`src/rtl/imem_arb_pkg.sv`:
```
// imem_arb_pkg: shared constants and types for the instruction memory arbiter.
package imem_arb_pkg;

    localparam logic [3:0]  EXC_IADDR_MISALIGN = 4'd0;
    localparam logic [3:0]  EXC_IACCESS_FAULT  = 4'd1;
    localparam logic [31:0] NOP                = 32'h0000_0013;

    typedef enum logic {RUN, LOCK} state_t;

    typedef struct packed {
        logic        pend;
        logic        flush;
        logic        fault;
        logic [3:0]  code;
        logic [63:0] val;
    } if_pend_t;

    typedef struct packed {
        logic pend;
        logic err;
        logic rd;
    } ld_pend_t;

endpackage

```
`src/rtl/imem_arb_if.sv`:
```
// imem_arb_if: fetch, loader and memory signals of the instruction memory arbiter.
interface imem_arb_if #(parameter int MEM_SIZE = 2048);

    localparam int IW = $clog2(MEM_SIZE);

    logic          if_req_valid;
    logic          if_req_ready;
    logic [63:0]   if_req_addr;
    logic          if_flush;
    logic          if_rsp_valid;
    logic [31:0]   if_rsp_data;
    logic          if_rsp_exc_en;
    logic [3:0]    if_rsp_exc_code;
    logic [63:0]   if_rsp_exc_val;
    logic          ld_req_valid;
    logic          ld_req_ready;
    logic          ld_req_we;
    logic [63:0]   ld_req_addr;
    logic [31:0]   ld_req_wdata;
    logic          ld_lock;
    logic          ld_rsp_valid;
    logic [31:0]   ld_rsp_data;
    logic          ld_rsp_err;
    logic          mem_en;
    logic          mem_we;
    logic [IW-1:0] mem_idx;
    logic [31:0]   mem_wdata;
    logic [31:0]   mem_rdata;

    modport slave (
        input  if_req_valid, if_req_addr, if_flush,
        input  ld_req_valid, ld_req_we, ld_req_addr, ld_req_wdata, ld_lock,
        input  mem_rdata,
        output if_req_ready, if_rsp_valid, if_rsp_data, if_rsp_exc_en, if_rsp_exc_code, if_rsp_exc_val,
        output ld_req_ready, ld_rsp_valid, ld_rsp_data, ld_rsp_err,
        output mem_en, mem_we, mem_idx, mem_wdata
    );

    modport master (
        output if_req_valid, if_req_addr, if_flush,
        output ld_req_valid, ld_req_we, ld_req_addr, ld_req_wdata, ld_lock,
        output mem_rdata,
        input  if_req_ready, if_rsp_valid, if_rsp_data, if_rsp_exc_en, if_rsp_exc_code, if_rsp_exc_val,
        input  ld_req_ready, ld_rsp_valid, ld_rsp_data, ld_rsp_err,
        input  mem_en, mem_we, mem_idx, mem_wdata
    );

endinterface

```
`src/rtl/imem_addr_chk.sv`:
```
// imem_addr_chk: word alignment and range check of a byte address, plus word index.
module imem_addr_chk #(
    parameter int MEM_SIZE = 2048
) (
    input  logic [63:0]                 addr,
    output logic                        misalign,
    output logic                        oor,
    output logic [$clog2(MEM_SIZE)-1:0] idx
);

    always_comb begin
        misalign = addr[1:0] != 2'b00;
        oor      = addr[63:2] >= 62'(MEM_SIZE);
        idx      = addr[2 +: $clog2(MEM_SIZE)];
    end

endmodule

```
`src/rtl/imem_arb.sv`:
```
// imem_arb: arbitrates fetch and loader access to a single-port instruction memory,
// with fetch priority, loader starvation guard, exclusive loader lock and fault reporting.
module imem_arb
    import imem_arb_pkg::*;
#(
    parameter int MEM_SIZE   = 2048,
    parameter int STARVE_MAX = 4
) (
    input logic       clk,
    input logic       rst_n,
    imem_arb_if.slave bus
);

    localparam int             IW   = $clog2(MEM_SIZE);
    localparam int             SW   = $clog2(STARVE_MAX + 1);
    localparam logic [SW-1:0]  SMAX = SW'(STARVE_MAX);

    state_t        state_q, state_d;
    logic [SW-1:0] starve_q, starve_d;
    if_pend_t      ifp_q, ifp_d;
    ld_pend_t      ldp_q, ldp_d;
    logic          if_mis, if_oor, ld_mis, ld_oor;
    logic [IW-1:0] if_idx, ld_idx;
    logic          starved, if_gnt, ld_gnt, if_ok, ld_ok, if_out, if_exc;

    imem_addr_chk #(.MEM_SIZE(MEM_SIZE)) u_if_chk (
        .addr(bus.if_req_addr), .misalign(if_mis), .oor(if_oor), .idx(if_idx)
    );

    imem_addr_chk #(.MEM_SIZE(MEM_SIZE)) u_ld_chk (
        .addr(bus.ld_req_addr), .misalign(ld_mis), .oor(ld_oor), .idx(ld_idx)
    );

    always_comb begin
        starved          = starve_q == SMAX;
        // readies are held low during reset so nothing can be granted then
        bus.if_req_ready = rst_n && state_q == RUN && !starved;
        bus.ld_req_ready = rst_n && (state_q == LOCK || !bus.if_req_valid || starved);
        if_gnt           = bus.if_req_valid && bus.if_req_ready;
        ld_gnt           = bus.ld_req_valid && bus.ld_req_ready;
        if_ok            = if_gnt && !(if_mis || if_oor);
        ld_ok            = ld_gnt && !(ld_mis || ld_oor);
        bus.mem_en       = if_ok || ld_ok;
        bus.mem_we       = ld_ok && bus.ld_req_we;
        bus.mem_idx      = if_gnt ? if_idx : ld_idx;
        bus.mem_wdata    = ld_ok ? bus.ld_req_wdata : '0;
        starve_d         = (!bus.ld_req_valid || ld_gnt) ? '0 : starved ? starve_q : starve_q + 1'b1;
        state_d          = state_q == RUN ? ((bus.ld_lock && !ifp_q.pend) ? LOCK : RUN)
                                          : (bus.ld_lock ? LOCK : RUN);
        ifp_d            = '{pend: if_gnt, flush: bus.if_flush, fault: if_gnt && !if_ok,
                             code: if_mis ? EXC_IADDR_MISALIGN : EXC_IACCESS_FAULT,
                             val: bus.if_req_addr};
        ldp_d            = '{pend: ld_gnt, err: ld_gnt && !ld_ok, rd: ld_ok && !bus.ld_req_we};
        // a flush at either the grant or the response cycle drops the response
        if_out               = ifp_q.pend && !ifp_q.flush && !bus.if_flush;
        if_exc               = if_out && ifp_q.fault;
        bus.if_rsp_valid     = if_out;
        bus.if_rsp_exc_en    = if_exc;
        bus.if_rsp_exc_code  = if_exc ? ifp_q.code : '0;
        bus.if_rsp_exc_val   = if_exc ? ifp_q.val : '0;
        bus.if_rsp_data      = (if_out && !ifp_q.fault) ? bus.mem_rdata : NOP;
        bus.ld_rsp_valid     = ldp_q.pend;
        bus.ld_rsp_err       = ldp_q.pend && ldp_q.err;
        bus.ld_rsp_data      = (ldp_q.pend && ldp_q.rd) ? bus.mem_rdata : '0;
    end

    always_ff @(posedge clk or negedge rst_n) begin
        if (!rst_n) begin
            state_q  <= RUN;
            starve_q <= '0;
            ifp_q    <= '0;
            ldp_q    <= '0;
        end else begin
            state_q  <= state_d;
            starve_q <= starve_d;
            ifp_q    <= ifp_d;
            ldp_q    <= ldp_d;
        end
    end

endmodule

```
`src/flat_wrapper.sv`:
```
// flat-port wrapper written by rule: the top's interface ports become plain ports
module imem_arb_flat import imem_arb_pkg::*;
#(
    parameter int MEM_SIZE   = 2048,
    parameter int STARVE_MAX = 4
)
  (clk, rst_n, bus_if_req_valid, bus_if_req_addr, bus_if_flush, bus_ld_req_valid, bus_ld_req_we, bus_ld_req_addr, bus_ld_req_wdata, bus_ld_lock, bus_mem_rdata, bus_if_req_ready, bus_if_rsp_valid, bus_if_rsp_data, bus_if_rsp_exc_en, bus_if_rsp_exc_code, bus_if_rsp_exc_val, bus_ld_req_ready, bus_ld_rsp_valid, bus_ld_rsp_data, bus_ld_rsp_err, bus_mem_en, bus_mem_we, bus_mem_idx, bus_mem_wdata);
  imem_arb_if #(.MEM_SIZE(MEM_SIZE)) bus_i ();
  input logic clk;
  input logic rst_n;
  input wire logic [$bits(bus_i.if_req_valid)-1:0] bus_if_req_valid;
  input wire logic [$bits(bus_i.if_req_addr)-1:0] bus_if_req_addr;
  input wire logic [$bits(bus_i.if_flush)-1:0] bus_if_flush;
  input wire logic [$bits(bus_i.ld_req_valid)-1:0] bus_ld_req_valid;
  input wire logic [$bits(bus_i.ld_req_we)-1:0] bus_ld_req_we;
  input wire logic [$bits(bus_i.ld_req_addr)-1:0] bus_ld_req_addr;
  input wire logic [$bits(bus_i.ld_req_wdata)-1:0] bus_ld_req_wdata;
  input wire logic [$bits(bus_i.ld_lock)-1:0] bus_ld_lock;
  input wire logic [$bits(bus_i.mem_rdata)-1:0] bus_mem_rdata;
  output wire logic [$bits(bus_i.if_req_ready)-1:0] bus_if_req_ready;
  output wire logic [$bits(bus_i.if_rsp_valid)-1:0] bus_if_rsp_valid;
  output wire logic [$bits(bus_i.if_rsp_data)-1:0] bus_if_rsp_data;
  output wire logic [$bits(bus_i.if_rsp_exc_en)-1:0] bus_if_rsp_exc_en;
  output wire logic [$bits(bus_i.if_rsp_exc_code)-1:0] bus_if_rsp_exc_code;
  output wire logic [$bits(bus_i.if_rsp_exc_val)-1:0] bus_if_rsp_exc_val;
  output wire logic [$bits(bus_i.ld_req_ready)-1:0] bus_ld_req_ready;
  output wire logic [$bits(bus_i.ld_rsp_valid)-1:0] bus_ld_rsp_valid;
  output wire logic [$bits(bus_i.ld_rsp_data)-1:0] bus_ld_rsp_data;
  output wire logic [$bits(bus_i.ld_rsp_err)-1:0] bus_ld_rsp_err;
  output wire logic [$bits(bus_i.mem_en)-1:0] bus_mem_en;
  output wire logic [$bits(bus_i.mem_we)-1:0] bus_mem_we;
  output wire logic [$bits(bus_i.mem_idx)-1:0] bus_mem_idx;
  output wire logic [$bits(bus_i.mem_wdata)-1:0] bus_mem_wdata;
  assign bus_i.if_req_valid = bus_if_req_valid;
  assign bus_i.if_req_addr = bus_if_req_addr;
  assign bus_i.if_flush = bus_if_flush;
  assign bus_i.ld_req_valid = bus_ld_req_valid;
  assign bus_i.ld_req_we = bus_ld_req_we;
  assign bus_i.ld_req_addr = bus_ld_req_addr;
  assign bus_i.ld_req_wdata = bus_ld_req_wdata;
  assign bus_i.ld_lock = bus_ld_lock;
  assign bus_i.mem_rdata = bus_mem_rdata;
  assign bus_if_req_ready = bus_i.if_req_ready;
  assign bus_if_rsp_valid = bus_i.if_rsp_valid;
  assign bus_if_rsp_data = bus_i.if_rsp_data;
  assign bus_if_rsp_exc_en = bus_i.if_rsp_exc_en;
  assign bus_if_rsp_exc_code = bus_i.if_rsp_exc_code;
  assign bus_if_rsp_exc_val = bus_i.if_rsp_exc_val;
  assign bus_ld_req_ready = bus_i.ld_req_ready;
  assign bus_ld_rsp_valid = bus_i.ld_rsp_valid;
  assign bus_ld_rsp_data = bus_i.ld_rsp_data;
  assign bus_ld_rsp_err = bus_i.ld_rsp_err;
  assign bus_mem_en = bus_i.mem_en;
  assign bus_mem_we = bus_i.mem_we;
  assign bus_mem_idx = bus_i.mem_idx;
  assign bus_mem_wdata = bus_i.mem_wdata;
  imem_arb #(.MEM_SIZE(MEM_SIZE), .STARVE_MAX(STARVE_MAX)) u_core (.clk(clk), .rst_n(rst_n), .bus(bus_i));
endmodule
```
`config.mk`:
```
export PLATFORM = sky130hd
export DESIGN_NAME = imem_arb_flat
export DESIGN_NICKNAME = d
export VERILOG_FILES = /design/src/rtl/imem_arb_pkg.sv /design/src/rtl/imem_arb_if.sv /design/src/rtl/imem_addr_chk.sv /design/src/rtl/imem_arb.sv /design/src/flat_wrapper.sv
export SDC_FILE = /design/constraint.sdc
export NUM_CORES = 1
export LEC_CHECK = 0
export CAP_MARGIN = 10
export CORE_AREA = 3 3 147 149
export DETAILED_ROUTE_END_ITERATION = 6
export DIE_AREA = 0 0 150 152
export GPL_TIMING_DRIVEN = 0
export REMOVE_ABC_BUFFERS = 1
export SYNTH_ARGS = -nofsm -noshare
export SYNTH_HDL_FRONTEND = slang
export SYNTH_HIERARCHICAL = 1
export SYNTH_SLANG_ARGS = --single-unit
```
`constraint.sdc`:
```
create_clock -name clk -period 4.78 [get_ports clk]
set_input_delay 0.956 -clock clk [delete_from_list [all_inputs] [get_ports clk]]
set_output_delay 0.956 -clock clk [all_outputs]
set_load 0.02 [all_outputs]
```
# After elaboration in Yosys (flattened, before gate mapping)

Cells that the tools add are included.

$add $sub $neg: 1
$lt $le $gt $ge: 2
Equal/unequal tests: 2
Mux-type cells: 12
Bitwise logic cells: 1
Reduce and logical (&&, ||, !) cells: 38

Operator list:

| cell                 | count |
|---|---|
| $ge 62x12->1 const B | 2 |
| $mux 32              | 3 |
| $mux 64              | 1 |
| $logic_and 1x1->1    | 18 |
| $logic_not 1->1      | 12 |
| $mux 11              | 1 |
| $logic_or 1x1->1     | 6 |
| $mux 3               | 2 |
| $mux 1               | 4 |
| $mux 4               | 1 |
| $reduce_bool 2->1    | 2 |
| $add 3x1->3 const B  | 1 |
| $eq 3x3->1 const B   | 1 |
| $ne 2x2->1 const B   | 1 |
| $not 1->1            | 1 |

Register bits: 78
Output and inout bits: 183
Word-level logic and storage cells: 66

# Longest topological paths before layout

Depth in word-level cells: 8
Gate-level depth with buffers: 7

# Cells and area by module

The synthesis kept the hierarchy.

By module, submodules not included:

| module        | instances | cells an instance | area each (sq um) |
|---|---|---|---|
| imem_arb      | 1         | 312               | 3402.0 |
| imem_addr_chk | 2         | 30                | 203.9 |

# Worst setup path after synthesis

OpenSTA, ideal clock, no wires.

Path kind: input port to output port
From: in bus_ld_req_addr[17]
To: out bus_mem_wdata[22]
Arrival: 2.986 ns
Slack: 0.838 ns
Stages: 7
Cell sequence: nor4_1 > nand4_1 > or4_1 > or3b_4 > a211oi_4 > buf_6 > and2_1

Cells in the longest elaborated chain, start to end: 5

Ends and longest elaborated chain:

| what               | line                | source |
|---|---|---|
| start: declaration | flat_wrapper.sv:16  | `input wire logic [$bits(bus_i.ld_req_addr)-1:0] bus_ld_req_addr;` |
| $ge 62x12->1       | imem_addr_chk.sv:13 | `oor = addr[63:2] >= 62'(MEM_SIZE);` |
| via u_core.ld_oor  | imem_arb.sv:22      | `logic if_mis, if_oor, ld_mis, ld_oor;` |
| $logic_or 1x1->1   | imem_arb.sv:42      | `ld_ok = ld_gnt && !(ld_mis \|\| ld_oor);` |
| $logic_not 1->1    | imem_arb.sv:42      |  |
| $logic_and 1x1->1  | imem_arb.sv:42      |  |
| $mux 32            | imem_arb.sv:46      | `bus.mem_wdata = ld_ok ? bus.ld_req_wdata : '0;` |
| end: declaration   | flat_wrapper.sv:33  | `output wire logic [$bits(bus_i.mem_wdata)-1:0] bus_mem_wdata;` |

The timed path passes the listed nets, and every way through them passes these cells.

# Final worst setup path

From: in bus_ld_req_addr[29]
To: out bus_mem_wdata[30]

Same word-level chain as after synthesis.

==> results by group <==
Place
  – Number of port buffers: 378
  – Placed insts: roughly 1,000
  – Dpl ws: -795 ps
  – Post-DP HPWL: ~13,000 um
  – GPL Wtd Cong: approximately 0.77

Pwr
  – Pleak: 3.63 nW
  – Power per Cell Area: approximately 210 mW/mm^2
  – Worst VDD drop: 0.000242 V

Timing
  – PnR worst setup slack: 103 ps
  – Fmax: 214 MHz
  – Clock Skew: 4.66 ps
  – Slew @ Worst Pin: 860 ps
  – Fin crit share: 97.9%
  – WHS: 442 ps
  – Setup TNS: 0 ps
  – Max-Slew Margin vs Limit: between 40% and 50%
  – Max-slew violations: 0
  – RSZ-0062 raised after global routing: false
  – Final hold vios: 0
  – Min Tclk post-route: 4680 ps
  – Final setup fails: 0

Layout
  – Area Overhead vs Synth: 112%
  – Antenna Cells: 0
  – Layout Utilization: 39.8%
  – Layout cells sized above 1: 6.75%
  – Final std cells w/o fill: 996
  – Final Net Count: 922

Route
  – Wire per inst: 16.4 um
  – Antenna Nets Post-Route: 0
  – Detailed-route DRC error count: 0
  – Top Metal Used: met4
  – Met2 wire length: between 8000 and 9000 um
  – Starting DRT DRC Count: about 110
  – Final WL: 16,300 um
  – Routed met3 length: roughly 1700 um
  – Vias per inst: 4.11
  – Met1 wire length: a little over 6000 um
  – Via Count: 4,093
  – DRT Pass-1 Iters: 4

Synthesis
  – Mean Syn Cell Area: 10.2 sq um
  – Asr flop ratio synth: 100%
  – Most common cell in the netlist: and3_1
  – Ranking of synthesized cells by area: dfrtp_1 (49%), and3_1 (16%), and2_1 (11%)
  – Ys flop type: dfrtp_1
  – Yosys cell types: 33
  – Leading area contributor after synthesis: dfrtp_1
  – Synth top area share: 49.3%
  – Yosys warning total: 6
  – Post-synthesis sequential area ratio: slightly below 50%
  – Most frequent cells after synthesis: and3_1 (98), dfrtp_1 (75), and2_1 (65)
  – Cells after synthesis: about 370
  – Post-synth EDFFs: 0
  – Yosys reg bits: 75
  – Mapped Area: 0.00381 sq mm

Clocking
  – CTS root buf: clkbuf_16
  – CTS tree: done
  – Clock-pin slew on the worst setup and hold paths: 60 ps
  – Clock Sinks: 75
  – H-tree levels: 3
  – Skew-Pair Late Insertion Delay: about 340 ps
  – CTS Buffer Depth: 2
  – Total CTS buffers: 9

Run
  – Total of max-cap violations: 0

Global routing
  – Remaining Overflow, GRT: 0
  – Vias in the first global route: 4,102
  – Total GRT Usage: 13.8%
  – Largest net degree at the start of global routing: 67
  – First-pass GRT wire length: 24,400 um
  – Initial antenna violation count: 0

Setup path
  – Worst setup path startpoint: bus_ld_req_addr[29]
  – Worst path slowest cell: or4_1
  – Crit-path cells: clkdlybuf4s50_1 -> nor4_1 -> nand4_1 -> or4_1 -> or3b_4 -> a211oi_4 -> buf_12 -> and2_1 -> dlygate4sd2_1
  – Max stage delay on crit path: 570 ps
  – CP startpoint kind: input pin
  – Critical Path AT: 3720 ps
  – Critical Path RT: around 3800 ps
  – CP endpoint kind: primary output
  – Worst r2r src: u_core/starve_q[0]$_DFFE_PN0P_
  – Worst setup path class: in2out
  – Maximum fanout along the worst path: 18
  – Worst Reg-to-Reg Cells: 5

Die
  – Core ar.: slightly above 0.02 sq mm
  – Row count: 52
  – Die area: 0.0228 sq mm
  – Initial Util: 18.8%
  – Die Ht: 152 um
  – Chip width: 150 um
  – # IOs: 382

Hold path
  – Worst hold path startpoint: u_core/ifp_q[70]$_DFF_PN0_
  – Hold depth: 1
  – Worst min path class: reg2reg

Status
  – Outcome: complete, no violations
==> through the flow <==
step | power [mW] | area (sq um)
after floorplan | 0.736 | 3500
after CTS | 1.75 | 8060
final | 1.72 | 8070
after detailed placement | 0.968 | 7710
after global routing | 1.81 | 8070
after global placement | 0.960 | 7630
==> area by class of cell <==
| cell class | count | area (sq um) |
|---|---|---|
| Clock buffer | 10 | 239 |
| Clock inverter | 6 | 95.1 |
| Fill cell | 2062 | 12200 |
| Inverter | 6 | 22.5 |
| Multi-Input combinational cell | 242 | 1640 |
| Sequential cell | 75 | 1880 |
| Tap cell | 270 | 338 |
| Timing Repair Buffer | 387 | 3860 |
==> kinds of logic after synthesis <==
kind of cell	count (synthesis)	share of synthesized area [%]
compound gates	6	1.44
xor+xnor	1	0.230
fa+ha+maj	2	0.657
buf+inv	58	8.80
flops	75	49.3
mux	12	3.51
other cells	1	0.0984
simple gates	217	36.0
==> critical path: cells and delay by family <==
| kind | cells | cell delay [ps] |
|---|---|---|
| compound gates | 1 | 210 |
| simple gates | 5 | 1580 |
| buf+inv | 3 | 960 |
==> cells in the final DEF, fill, tap and decap left out, types with 3 or more instances in the layout <==
cell             count
clkdlybuf4s50_1    343
and3_1              98
dfrtp_1             74
and2_1              65
dlygate4sd2_1       33
nor4_1              21
mux2_2              11
clkbuf_16            9
inv_1                6
buf_6                4
nand4_1              4
buf_4                3
nand2b_1             3
nand2_1              3
nor2b_1              3
nand3_1              3
or2_2                3
nor3b_1              3
conb_1               3
buf_12               3
nor4_2               3
==> state kept, by name, summed over array words and instances, names as in the netlist <==
| name | flops |
|---|---|
| u_core/starve_q | 3 |
| u_core/ifp_q | 68 |
| u_core/state_q | 1 |
| u_core/ldp_q | 2 |
| u_core/bus.ld_rsp_valid | 1 |
==> routing by layer <==
metal,track usage [%],vias up
li1,-,1961
met1,15.0,1910
met2,24.9,209
met3,5.42,13
met4,3.05,0
met5,0,-
==> repair_timing <==
action	CTS	global route
gates resized for setup	36	3
setup buffers	3	0
pin swaps	2	0
hold buffers	0	0
cloned	1	0
endpoints found under the setup margin	65	3
==> final timing paths <==
path	slack, ps	end
min reg2reg	440	u_core/state_q$_DFF_PN0_
max	100	bus_mem_wdata[30]
max in group asynchronous	3590	u_core/ifp_q[29]$_DFF_PN0_
min	440	u_core/state_q$_DFF_PN0_
min in group asynchronous	600	u_core/ifp_q[54]$_DFF_PN0_
max reg2reg	2870	u_core/ifp_q[68]$_DFF_PN0_
==> power breakdown <==
| group | leakage [nW] | internal [mW] | switching [mW] | total [mW] |
|---|---|---|---|---|
| combinational | 2.58 | 0.184 | 0.0937 | 0.277 |
| clock | 0.164 | 0.477 | 0.284 | 0.761 |
| sequential | 0.888 | 0.666 | 0.0115 | 0.678 |
| total | 3.63 | 1.33 | 0.389 | 1.72 |
Note: power is estimated with default switching activity, not from simulation.
